$ cat config.mk
export PLATFORM = sky130hd
export DESIGN_NAME = polar_result_serializer
export DESIGN_NICKNAME = d
export VERILOG_FILES = /design/src/rtl/polar_result_serializer.sv
export SDC_FILE = /design/constraint.sdc
export NUM_CORES = 1
export LEC_CHECK = 0
export ABC_AREA = 1
export CORE_UTILIZATION = 60
export DETAILED_ROUTE_END_ITERATION = 12
export PLACE_DENSITY = 0.93
export RECOVER_POWER = 25
export SLEW_MARGIN = 10
export SYNTH_ARGS = -nofsm -noshare
export SYNTH_HDL_FRONTEND = slang
export SYNTH_SLANG_ARGS = --single-unit
$ cat constraint.sdc
create_clock -name clk -period 4.6 [get_ports clk]
set_clock_uncertainty 0.1 [all_clocks]
set_input_delay 0.92 -clock clk [delete_from_list [all_inputs] [get_ports clk]]
set_output_delay 0.92 -clock clk [all_outputs]
set_load 0.005 [all_outputs]
$ cat src/rtl/polar_result_serializer.sv
// Buffers (r, theta) result pairs in a small FIFO and streams each pair out as bytes on one bus.
// Optional CHECKSUM_EN adds a third byte per frame: r ^ theta.
module polar_result_serializer #(
    parameter int DATA_W = 8,
    parameter int DEPTH  = 4
) (
    input  logic                     clk,
    input  logic                     rst,
    input  logic                     in_valid,
    output logic                     in_ready,
    input  logic [DATA_W-1:0]        r_in,
    input  logic [DATA_W-1:0]        theta_in,
    output logic                     out_valid,
    input  logic                     out_ready,
    output logic [DATA_W-1:0]        out_data,
    output logic                     out_first,
    output logic [$clog2(DEPTH):0]   fifo_level
);

    localparam int PW = $clog2(DEPTH);
    localparam int LW = PW + 1;

    typedef struct packed {
        logic [DATA_W-1:0] r;
        logic [DATA_W-1:0] theta;
    } pair_t;

`ifdef CHECKSUM_EN
    typedef enum logic [1:0] {IDLE, SEND_R, SEND_T, SEND_C} state_t;
`else
    typedef enum logic [1:0] {IDLE, SEND_R, SEND_T} state_t;
`endif

    pair_t         mem [DEPTH];
    pair_t         head;
    logic [PW-1:0] wr_ptr, rd_ptr;
    logic [LW-1:0] level, level_nxt;
    logic          push, pop;
    state_t        state, state_nxt;

    assign head       = mem[rd_ptr];
    assign fifo_level = level;
    // Ready depends only on the registered level; a same-cycle pop never frees a slot.
    assign in_ready   = (level != LW'(DEPTH));
    assign push       = in_valid & in_ready;
`ifdef CHECKSUM_EN
    assign pop        = out_ready & (state == SEND_C);
`else
    assign pop        = out_ready & (state == SEND_T);
`endif
    assign level_nxt  = level + LW'(push) - LW'(pop);

    // Storage needs no reset: head is only observed in SEND_* states, which imply level > 0.
    always_ff @(posedge clk) begin
        if (push) mem[wr_ptr] <= '{r: r_in, theta: theta_in};
    end

    always_ff @(posedge clk or posedge rst) begin
        if (rst) begin
            wr_ptr <= '0;
            rd_ptr <= '0;
            level  <= '0;
        end else begin
            if (push) wr_ptr <= wr_ptr + PW'(1);
            if (pop)  rd_ptr <= rd_ptr + PW'(1);
            level <= level_nxt;
        end
    end

    always_ff @(posedge clk or posedge rst) begin
        if (rst) state <= IDLE;
        else     state <= state_nxt;
    end

    always_comb begin
        state_nxt = state;
        case (state)
            IDLE:   if (level != '0) state_nxt = SEND_R;
            SEND_R: if (out_ready)   state_nxt = SEND_T;
`ifdef CHECKSUM_EN
            SEND_T: if (out_ready)   state_nxt = SEND_C;
            SEND_C: if (out_ready)   state_nxt = (level_nxt != '0) ? SEND_R : IDLE;
`else
            // A push landing on the pop edge keeps the stream gapless.
            SEND_T: if (out_ready)   state_nxt = (level_nxt != '0) ? SEND_R : IDLE;
`endif
            default: state_nxt = IDLE;
        endcase
    end

    always_comb begin
        out_valid = 1'b0;
        out_first = 1'b0;
        out_data  = '0;
        case (state)
            SEND_R: begin
                out_valid = 1'b1;
                out_first = 1'b1;
                out_data  = head.r;
            end
            SEND_T: begin
                out_valid = 1'b1;
                out_data  = head.theta;
            end
`ifdef CHECKSUM_EN
            SEND_C: begin
                out_valid = 1'b1;
                out_data  = head.r ^ head.theta;
            end
`endif
            default: ;
        endcase
    end

endmodule

After elaboration in Yosys (flattened, before gate mapping)
Memory sizes are Yosys's and may differ from the RTL's.
Index checks and enable logic that the tools add are counted.
Widths: inputs -> output; s select.
Cells by class
  multiplexer cells: 10
  equal/unequal tests: 6
  reduce and logical (&&, ||, !) cells: 5
  add/sub/neg operators: 4
  bitwise logic cells: 2
Operators with widths (count)
  $pmux 8 s2: 1
  $mux 2: 3
  $ne 2x2->1 const B: 3
  $pmux 2 s3: 1
  $reduce_bool 3->1: 2
  $mux 1: 5
  $add 2x1->2 const B: 2
  $add 3x1->3: 1
  $ne 3x3->1 const B: 1
  $reduce_and 3->1: 1
  $sub 3x1->3: 1
  $and 1x1->1: 2
  $eq 2x1->1 const B: 1
  $eq 2x2->1 const B: 1
  $logic_not 2->1: 1
  $reduce_or 2->1: 1
Word-level totals
  bits in writable memories: 64
  bits of input ports: 20
  memories kept: 1
  output and inout bits: 14
  word-level logic and storage cells: 32
  register bits: 9
Memory list
  mem: words 4, bits a word 16, rd ports 1, clocked after Yosys merged registers in 0, wr ports 1, RTL line 34  | pair_t mem [DEPTH];

Longest topological paths before layout
Gate-level depths: netlist of the first run.
  depth in word-level cells: 8
  depth in mapped cells: 16
  depth with buffers taken out: 15

Worst setup path after synthesis of the first run
OpenSTA, ideal clock, no wires.
  path type: input to register
  start point: input in_valid
  end point: register state[0]
  data arrival time: 2343 ps
  buffers on the path: 0
  required time: 4383 ps
  stages: 11
  library setup time: 117 ps
  slack: 2041 ps
  cell sequence: nand2_1 ha_1 inv_1 ha_1 fa_1 nor2_1 nand3_1 nand2_1 nand2_1 nand2_1 nand2_1
On the way
  word-level cells in the longest chain between the ends: 7
Ends and longest elaborated chain
  start: declaration: RTL line 9  | input logic in_valid,
  $and 1x1->1: RTL line 45  | assign push = in_valid & in_ready;
  $add 3x1->3: RTL line 51  | assign level_nxt = level + LW'(push) - LW'(pop);
  $sub 3x1->3: RTL line 51
  via level_nxt[1]: RTL line 37  | logic [LW-1:0] level, level_nxt;
  $reduce_bool 3->1: RTL line 85  | SEND_T: if (out_ready) state_nxt = (level_nxt != '0) ? SEND_R : IDLE;
  $mux 1: RTL line 85
  $mux 2: RTL line 85
  $pmux 2 s3: RTL line 77  | case (state)
  end signal: assignment: RTL line 72  | else state <= state_nxt;
  end: declaration: RTL line 39  | state_t state, state_nxt;
The timed path passes the listed nets, and every way through them passes these cells. The select of a mux whose other input is x is not followed.
A chain may end at the register's enable or synchronous reset.

Worst setup path after layout of the first run
  start point: register rd_ptr[0]
  end point: output out_data[6]
On the way
  word-level cells in the longest chain between the ends: 2
Ends and longest elaborated chain
  start: declaration: RTL line 36  | logic [PW-1:0] wr_ptr, rd_ptr;
  start signal: assignment: RTL line 65  | if (pop) rd_ptr <= rd_ptr + PW'(1);
  $mem_v2 4x16
  $pmux 8 s2: RTL line 95  | case (state)
  end: declaration: RTL line 15  | output logic [DATA_W-1:0] out_data,
Every way passes these cells.

==> out/summary.json, run 1 <==
{
  "outcome": {"value": "finished clean"},
  "rd_place_congestion": {"value": 0.7997},
  "floorplan.core_area": {"value": 4880, "unit": "um^2"},
  "starting_density_of_the_core": {"value": 0.6444},
  "postCtsResizedCells": {"value": 0},
  "drive_above_1_share": {"value": 0.06962},
  "dp_hpwl": {"value": 3.995, "unit": "mm"},
  "synth_area_leader_cell": {"value": "edfxtp_1"},
  "mappedNetlistNets": {"value": 308},
  "worst_hold_startpoint": {"value": "state[0]$_DFFE_PP0P_"},
  "cts_max_path_buffers": {"value": 2},
  "total_iterations_of_the_first_detailed_routing_run": {"value": 5},
  "crit_family": {"value": "buffers and inverters"},
  "grt_pass1_vias": {"value": 2074},
  "slew-limit-headroom": {"value": 0.3497},
  "top_level_ports": {"value": 34},
  "reg2reg_to": {"value": "state[0]$_DFFE_PP0P_"},
  "post_cts_repair_setup_buffers": {"value": 0},
  "worstPathBufferInverterCount": {"value": 2},
  "timing.final.crit_share": {"value": 0.7919},
  "p_total": {"value": 2.375, "unit": "mW"},
  "vdd_ir_drop_max": {"value": 0.4540, "unit": "mV"},
  "grt_max_degree": {"value": 34},
  "dr_total_vias": {"value": 2138},
  "cpMaxStageDelayCell": {"value": "dfrtp_1"},
  "placement_rows": {"value": 25},
  "ff2ff_setup_slack": {"value": 1920, "unit": "ps"},
  "rr_startpoint": {"value": "state[0]$_DFFE_PP0P_"},
  "clk-insertion-delay-late": {"value": 340, "unit": "ps"},
  "cp.required": {"value": 3580, "unit": "ps"},
  "static-leakage-power": {"value": 1.382, "unit": "nW"},
  "die_height": {"value": 74.39, "unit": "um"},
  "worst_ep_arrival_time": {"value": 2620, "unit": "ps"},
  "post-synth-top-area-fraction": {"value": 0.6112},
  "drt_first_iter_violations": {"value": 142},
  "viasPerCell": {"value": 5.582},
  "clk_pin_slew_worst_paths": {"value": 70, "unit": "ps"},
  "timing_worst_setup_path_type": {"value": "reg -> out"},
  "synth.area.top_cells": {"value": "edfxtp_1 (61%), nor2_1 (8.2%), dfrtp_1 (7.2%)"},
  "timing.final.setup_violations": {"value": 0},
  "worst_slew_pin_slew": {"value": 974.4, "unit": "ps"},
  "timing.final.max_slew_violations": {"value": 0},
  "post-route-drc-count": {"value": 0},
  "wl": {"value": 6.247, "unit": "mm"},
  "wl_per_cell": {"value": 16.31, "unit": "um"},
  "final_common_cell": {"value": "nor2_1"},
  "final.setup.tns": {"value": 0, "unit": "ps"},
  "hold-worst-slack": {"value": 468.3, "unit": "ps"},
  "mean_instance_size_in_the_synthesized_netlist": {"value": 11.35, "unit": "um^2"},
  "instance_count_on_the_critical_path": {"value": 8},
  "end_point_of_the_worst_hold_path": {"value": "state[0]$_DFFE_PP0P_"},
  "crit_chain": {"value": "buf_4 > nor2_1 > nor2_1 > o21ai_1 > nand2_1 > nand2_1 > a21oi_1 > clkdlybuf4s50_1"},
  "initial_antenna_violation_count": {"value": 0},
  "most-common-layout-cells": {"value": "nor2_1 (65), edfxtp_1 (64), nand2_1 (37), o21ai_1 (28), clkdlybuf4s50_1 (24)"},
  "rsz_0062_raised_after_global_routing": {"value": "no"},
  "clock_tree_from_tritoncts": {"value": "done"},
  "layout.nets": {"value": 342},
  "worstSetupEndpointType": {"value": "primary output"},
  "post_synth_inst_count": {"value": 277},
  "htreeDepth": {"value": 3},
  "grtUsageTotal": {"value": 0.2529},
  "crit_path_start_kind": {"value": "register"},
  "die_width": {"value": 74.39, "unit": "um"},
  "yosysWarningCount": {"value": 0},
  "portBuffers": {"value": 33},
  "finalHoldViolations": {"value": 0},
  "grt_first_pass_wirelength": {"value": 9.818, "unit": "mm"},
  "ys_ff_latch": {"value": 73},
  "gr-total-overflow": {"value": 0},
  "worst-r2r-cell-count": {"value": 14},
  "n_antenna_cell": {"value": 0},
  "pwr_density_cell": {"value": 646.0, "unit": "nW/um^2"},
  "maxcap_viol_count": {"value": 0},
  "cts_buf_count": {"value": 9},
  "final_period_minus_worst_setup_slack": {"value": 3643, "unit": "ps"},
  "final_antenna_net_count": {"value": 0},
  "die_area": {"value": 5534, "unit": "um^2"},
  "cell_area_after_technology_mapping": {"value": 3144, "unit": "um^2"},
  "hold_path.class": {"value": "reg -> reg"},
  "holdPathStages": {"value": 2},
  "critical_path.max_stage_delay": {"value": 800, "unit": "ps"},
  "critical_path_maximum_fanout": {"value": 19},
  "synthToLayoutAreaGrowth": {"value": 16.91, "unit": "%"},
  "postCtsHoldBufs": {"value": 0},
  "clock_tree.root_cell": {"value": "clkbuf_8"},
  "timing.fmax": {"value": 274.5, "unit": "MHz"},
  "clock_sink_count": {"value": 73},
  "synth_cell_types": {"value": 16},
  "synth_seq_area_share": {"value": 0.6828}
}
[synth_stat cells]
cell,number
nor2_1,69
edfxtp_1,64
nand2_1,37
o21ai_1,28
inv_1,18
o21ai_0,13
a21oi_1,10
ha_1,10
dfrtp_1,9
buf_2,5
buf_6,4
buf_4,3
nand3_1,3
xor2_1,2
fa_1,1
inv_4,1
[cell families after synthesis]
group | after synthesis | synth area share
and+or+nand+nor | 109 | 0.1313
DFF | 73 | 0.6828
AOI/OAI and AO/OA | 51 | 0.08118
buffers and inverters | 31 | 0.05292
adders and majority gates | 11 | 0.04616
xor gates and xnor gates | 2 | 0.005572
[sequential cells by signal, indices dropped and copies added, names as in the netlist]
signal and cells:
state 2, mem 64, rd_ptr 2, fifo_level 3, wr_ptr 2
[worst max-delay path by stage]
stage	start	to	slack, ps
final	rd_ptr[0]$_DFFE_PP0P_	out_data[6]	960
after global routing	rd_ptr[0]$_DFFE_PP0P_	out_data[2]	810
after CTS	rd_ptr[0]$_DFFE_PP0P_	out_data[6]	990
after detailed placement	in_valid	state[0]$_DFFE_PP0P_	1360
after global placement	in_valid	state[0]$_DFFE_PP0P_	1420
after floorplan	in_valid	state[0]$_DFFE_PP0P_	2040
[per-stage QoR]
| step | instances | setup slack, ps | instance area, um^2 | utilization |
|---|---|---|---|---|
| global route | 383 | 810.5 | 3676 | 0.7533 |
| CTS | 383 | 986.0 | 3676 | 0.7533 |
| finish | 383 | 957.3 | 3676 | 0.7533 |
| floorplan | 277 | 2041 | 3144 | - |
| detailed placement | 367 | 1364 | 3491 | 0.7154 |
| global placement | 367 | 1417 | 3491 | 0.7154 |
[cell type report]
class / count / area [um^2]
Timing Repair Buffer: 35 / 345.3
Tap cell: 67 / 83.83
Inverter: 19 / 73.82
Multi-Input combinational cell: 173 / 840.8
Clock buffer: 9 / 123.9
Sequential cell: 73 / 2147
Clock inverter: 7 / 61.31
Fill cell: 316 / 1204
[worst register-to-register path: stages, from the launching register on]
cell,delay (ps)
dfrtp_1,430
inv_1,100
ha_1,400
nand2_1,150
inv_1,120
ha_1,240
inv_1,70
ha_1,170
fa_1,430
nor2_1,100
nand3_1,80
nand2_1,60
nand2_1,50
nand2_1,50
nand2_1,40
[where the power goes]
group / switching [mW] / internal, mW
Combinational: 0.568 / 0.359
Clock: 0.228 / 0.245
Sequential: 0.0859 / 0.889
Total: 0.882 / 1.49
[per-layer routing]
metal / vias to the layer above / wire (um) / global-route usage
met4: 0 / 65 / 0.1195
met3: 9 / 388 / 0.05691
met2: 92 / 3365 / 0.4294
li1: 999 / - / -
met1: 1038 / 2427 / 0.3084
met5: - / 0 / 0
(Power assumes the default switching activity.)
==> run 2: changes to the inputs <==
CORE_UTILIZATION = 50   (was 60)
PLACE_DENSITY = 0.84   (was 0.93)
clock period = 3.3 ns   (was 4.6 ns; I/O delays follow)
==> run 2 against run 1 <==
Against the previous run:
- clock power up 41%
- first-iteration DRC count fell by 13%
- register-to-register slack worse by 1200 ps
- die area increased by 19%
- critical path depth unchanged
- combinational power up 39%
- critical endpoint is now out_data[3]
- global-route usage decreased by 4.8 points
==> out/summary.json, run 2 (synthesized netlist as in run 1, its figures left out) <==
{
  "grt_first_pass_wirelength": {"value": 9.384, "unit": "mm", "change": "was 9.818 mm"},
  "grtUsageTotal": {"value": 0.2049, "change": "was 0.2529"},
  "initial_antenna_violation_count": {"value": 0, "change": "unchanged"},
  "clk-insertion-delay-late": {"value": 350, "unit": "ps", "change": "was 340 ps"},
  "top_level_ports": {"value": 34, "change": "unchanged"},
  "final_period_minus_worst_setup_slack": {"value": 3028, "unit": "ps"},
  "clock_sink_count": {"value": 73, "change": "unchanged"},
  "final_antenna_net_count": {"value": 0, "change": "unchanged"},
  "most-common-layout-cells": {"value": "nor2_1 (69), edfxtp_1 (64), nand2_1 (37), o21ai_1 (28), clkdlybuf4s50_1 (24)", "change": "was nor2_1 (65), edfxtp_1 (64), nand2_1 (37), o21ai_1 (28), clkdlybuf4s50_1 (24)"},
  "regMostFlops": {"value": "mem", "change": "unchanged"},
  "die_width": {"value": 81.30, "unit": "um", "change": "was 74.39 um"},
  "timing_worst_setup_path_type": {"value": "reg -> out", "change": "unchanged"},
  "slew-limit-headroom": {"value": 0.7226, "change": "was 0.3497"},
  "pwr_density_cell": {"value": 886.8, "unit": "nW/um^2", "change": "was 646.0 nW/um^2"},
  "total_iterations_of_the_first_detailed_routing_run": {"value": 5, "change": "unchanged"},
  "clock_tree.root_cell": {"value": "clkbuf_8", "change": "unchanged"},
  "cts_buf_count": {"value": 9, "change": "unchanged"},
  "cp.required": {"value": 2540, "unit": "ps", "change": "was 3580 ps"},
  "gr-total-overflow": {"value": 0, "change": "unchanged"},
  "timing.final.crit_share": {"value": 0.9176},
  "dr_total_vias": {"value": 2084, "change": "was 2138"},
  "vdd_ir_drop_max": {"value": 0.5655, "unit": "mV", "change": "was 0.4540 mV"},
  "htreeDepth": {"value": 3, "change": "unchanged"},
  "hold-worst-slack": {"value": 466.9, "unit": "ps", "change": "was 468.3 ps"},
  "worstSetupEndpointType": {"value": "primary output", "change": "unchanged"},
  "timing.fmax": {"value": 330.2, "unit": "MHz"},
  "crit_path_start_kind": {"value": "register", "change": "unchanged"},
  "crit_chain": {"value": "buf_4 > nor2_1 > nor2_1 > o21ai_1 > o21ai_1 > nand2_1 > a21oi_1 > clkdlybuf4s50_1", "change": "was buf_4 > nor2_1 > nor2_1 > o21ai_1 > nand2_1 > nand2_1 > a21oi_1 > clkdlybuf4s50_1"},
  "finalHoldViolations": {"value": 0, "change": "unchanged"},
  "final_common_cell": {"value": "nor2_1", "change": "unchanged"},
  "n_antenna_cell": {"value": 0, "change": "unchanged"},
  "floorplan.core_area": {"value": 5991, "unit": "um^2", "change": "was 4880 um^2"},
  "hold_path.class": {"value": "reg -> reg", "change": "unchanged"},
  "post_cts_repair_setup_buffers": {"value": 0, "change": "unchanged"},
  "critical_path_maximum_fanout": {"value": 16, "change": "was 19"},
  "drive_above_1_share": {"value": 0.06854, "change": "was 0.06962"},
  "post-route-drc-count": {"value": 0, "change": "unchanged"},
  "cpMaxStageDelayCell": {"value": "clkdlybuf4s50_1", "change": "was dfrtp_1"},
  "static-leakage-power": {"value": 1.403, "unit": "nW", "change": "was 1.382 nW"},
  "layout.nets": {"value": 347, "change": "was 342"},
  "postCtsResizedCells": {"value": 0, "change": "unchanged"},
  "critical_path.max_stage_delay": {"value": 530, "unit": "ps", "change": "was 800 ps"},
  "largest_reg_flops": {"value": 64, "change": "unchanged"},
  "grt_pass1_vias": {"value": 1972, "change": "was 2074"},
  "portBuffers": {"value": 33, "change": "unchanged"},
  "rd_place_congestion": {"value": 0.7931, "change": "was 0.7997"},
  "filler_cell_count": {"value": 485, "change": "was 316"},
  "p_total": {"value": 3.295, "unit": "mW", "change": "was 2.375 mW"},
  "dp_hpwl": {"value": 3.870, "unit": "mm", "change": "was 3.995 mm"},
  "outcome": {"value": "finished clean", "change": "unchanged"},
  "synthToLayoutAreaGrowth": {"value": 18.19, "unit": "%", "change": "was 16.91%"},
  "worst_ep_arrival_time": {"value": 2270, "unit": "ps", "change": "was 2620 ps"},
  "wl_per_cell": {"value": 14.99, "unit": "um", "change": "was 16.31 um"},
  "postCtsHoldBufs": {"value": 0, "change": "unchanged"},
  "viasPerCell": {"value": 5.263, "change": "was 5.582"},
  "grt_max_degree": {"value": 34, "change": "unchanged"},
  "die_height": {"value": 81.30, "unit": "um", "change": "was 74.39 um"},
  "final.setup.tns": {"value": 0, "unit": "ps", "change": "unchanged"},
  "placement_rows": {"value": 28, "change": "was 25"},
  "die_area": {"value": 6610, "unit": "um^2", "change": "was 5534 um^2"},
  "starting_density_of_the_core": {"value": 0.5249, "change": "was 0.6444"},
  "drt_first_iter_violations": {"value": 123, "change": "was 142"},
  "timing.final.setup_violations": {"value": 0, "change": "unchanged"},
  "wl": {"value": 5.936, "unit": "mm", "change": "was 6.247 mm"},
  "clock_tree_from_tritoncts": {"value": "done", "change": "unchanged"},
  "timing.final.max_slew_violations": {"value": 0, "change": "unchanged"},
  "cts_max_path_buffers": {"value": 2, "change": "unchanged"},
  "rsz_0062_raised_after_global_routing": {"value": "no", "change": "unchanged"},
  "worst_slew_pin_slew": {"value": 411.8, "unit": "ps", "change": "was 974.4 ps"},
  "maxcap_viol_count": {"value": 0, "change": "unchanged"},
  "clk_pin_slew_worst_paths": {"value": 70, "unit": "ps", "change": "about the same"}
}
## run 2: worst max-delay path: cells and delay by family, from the launching register on
kind,cells,cell delay [ps]
compound gates,3,380
buf+inv,2,780
flops,1,490
simple gates,3,260
## run 2: through the flow
step,setup slack (ps),area (um^2),utilization,cells
floorplan,941.0,3144,-,277
global placement,442.1,3528,0.5890,380
detailed placement,388.2,3528,0.5890,380
CTS,149.3,3715,0.6201,396
global route,128.5,3716,0.6203,396
finish,271.8,3716,0.6203,396
## run 2: path summary, 6_finish.rpt
check,startpoint,to,slack [ps],cells after the start
hold / removal,state[0]$_DFFE_PP0P_,state[0]$_DFFE_PP0P_,470,2
max in group asynchronous,rst,rd_ptr[0]$_DFFE_PP0P_,2200,2
hold reg to reg,state[0]$_DFFE_PP0P_,state[0]$_DFFE_PP0P_,470,2
setup / recovery,rd_ptr[0]$_DFFE_PP0P_,out_data[3],270,8
setup reg to reg,state[0]$_DFFE_PP0P_,state[0]$_DFFE_PP0P_,710,14
min in group asynchronous,rst,fifo_level[1]$_DFF_PP0_,610,2
## run 2: power breakdown
group	switching, mW	internal (mW)
clock network	0.323	0.344
registers	0.0976	1.24
logic	0.772	0.521
## run 2: area by class of cell
type | count | area (um^2) | share of cell area
Tap cell | 75 | 93.84 | 0.02525
Clock buffer | 10 | 127.6 | 0.03434
Clock inverter | 6 | 58.81 | 0.01582
Multi-Input combinational cell | 173 | 830.8 | 0.2236
Timing Repair Buffer | 40 | 382.9 | 0.1030
Sequential cell | 73 | 2148 | 0.5781
Inverter | 19 | 73.82 | 0.01987
## run 2: layer usage
| metal | track usage | wire, um | vias up |
|---|---|---|---|
| li1 | - | - | 1010 |
| met1 | 0.2581 | 2487 | 999 |
| met2 | 0.3275 | 2961 | 67 |
| met3 | 0.06629 | 390 | 8 |
| met4 | 0.08036 | 96 | 0 |
| met5 | 0 | 0 | - |
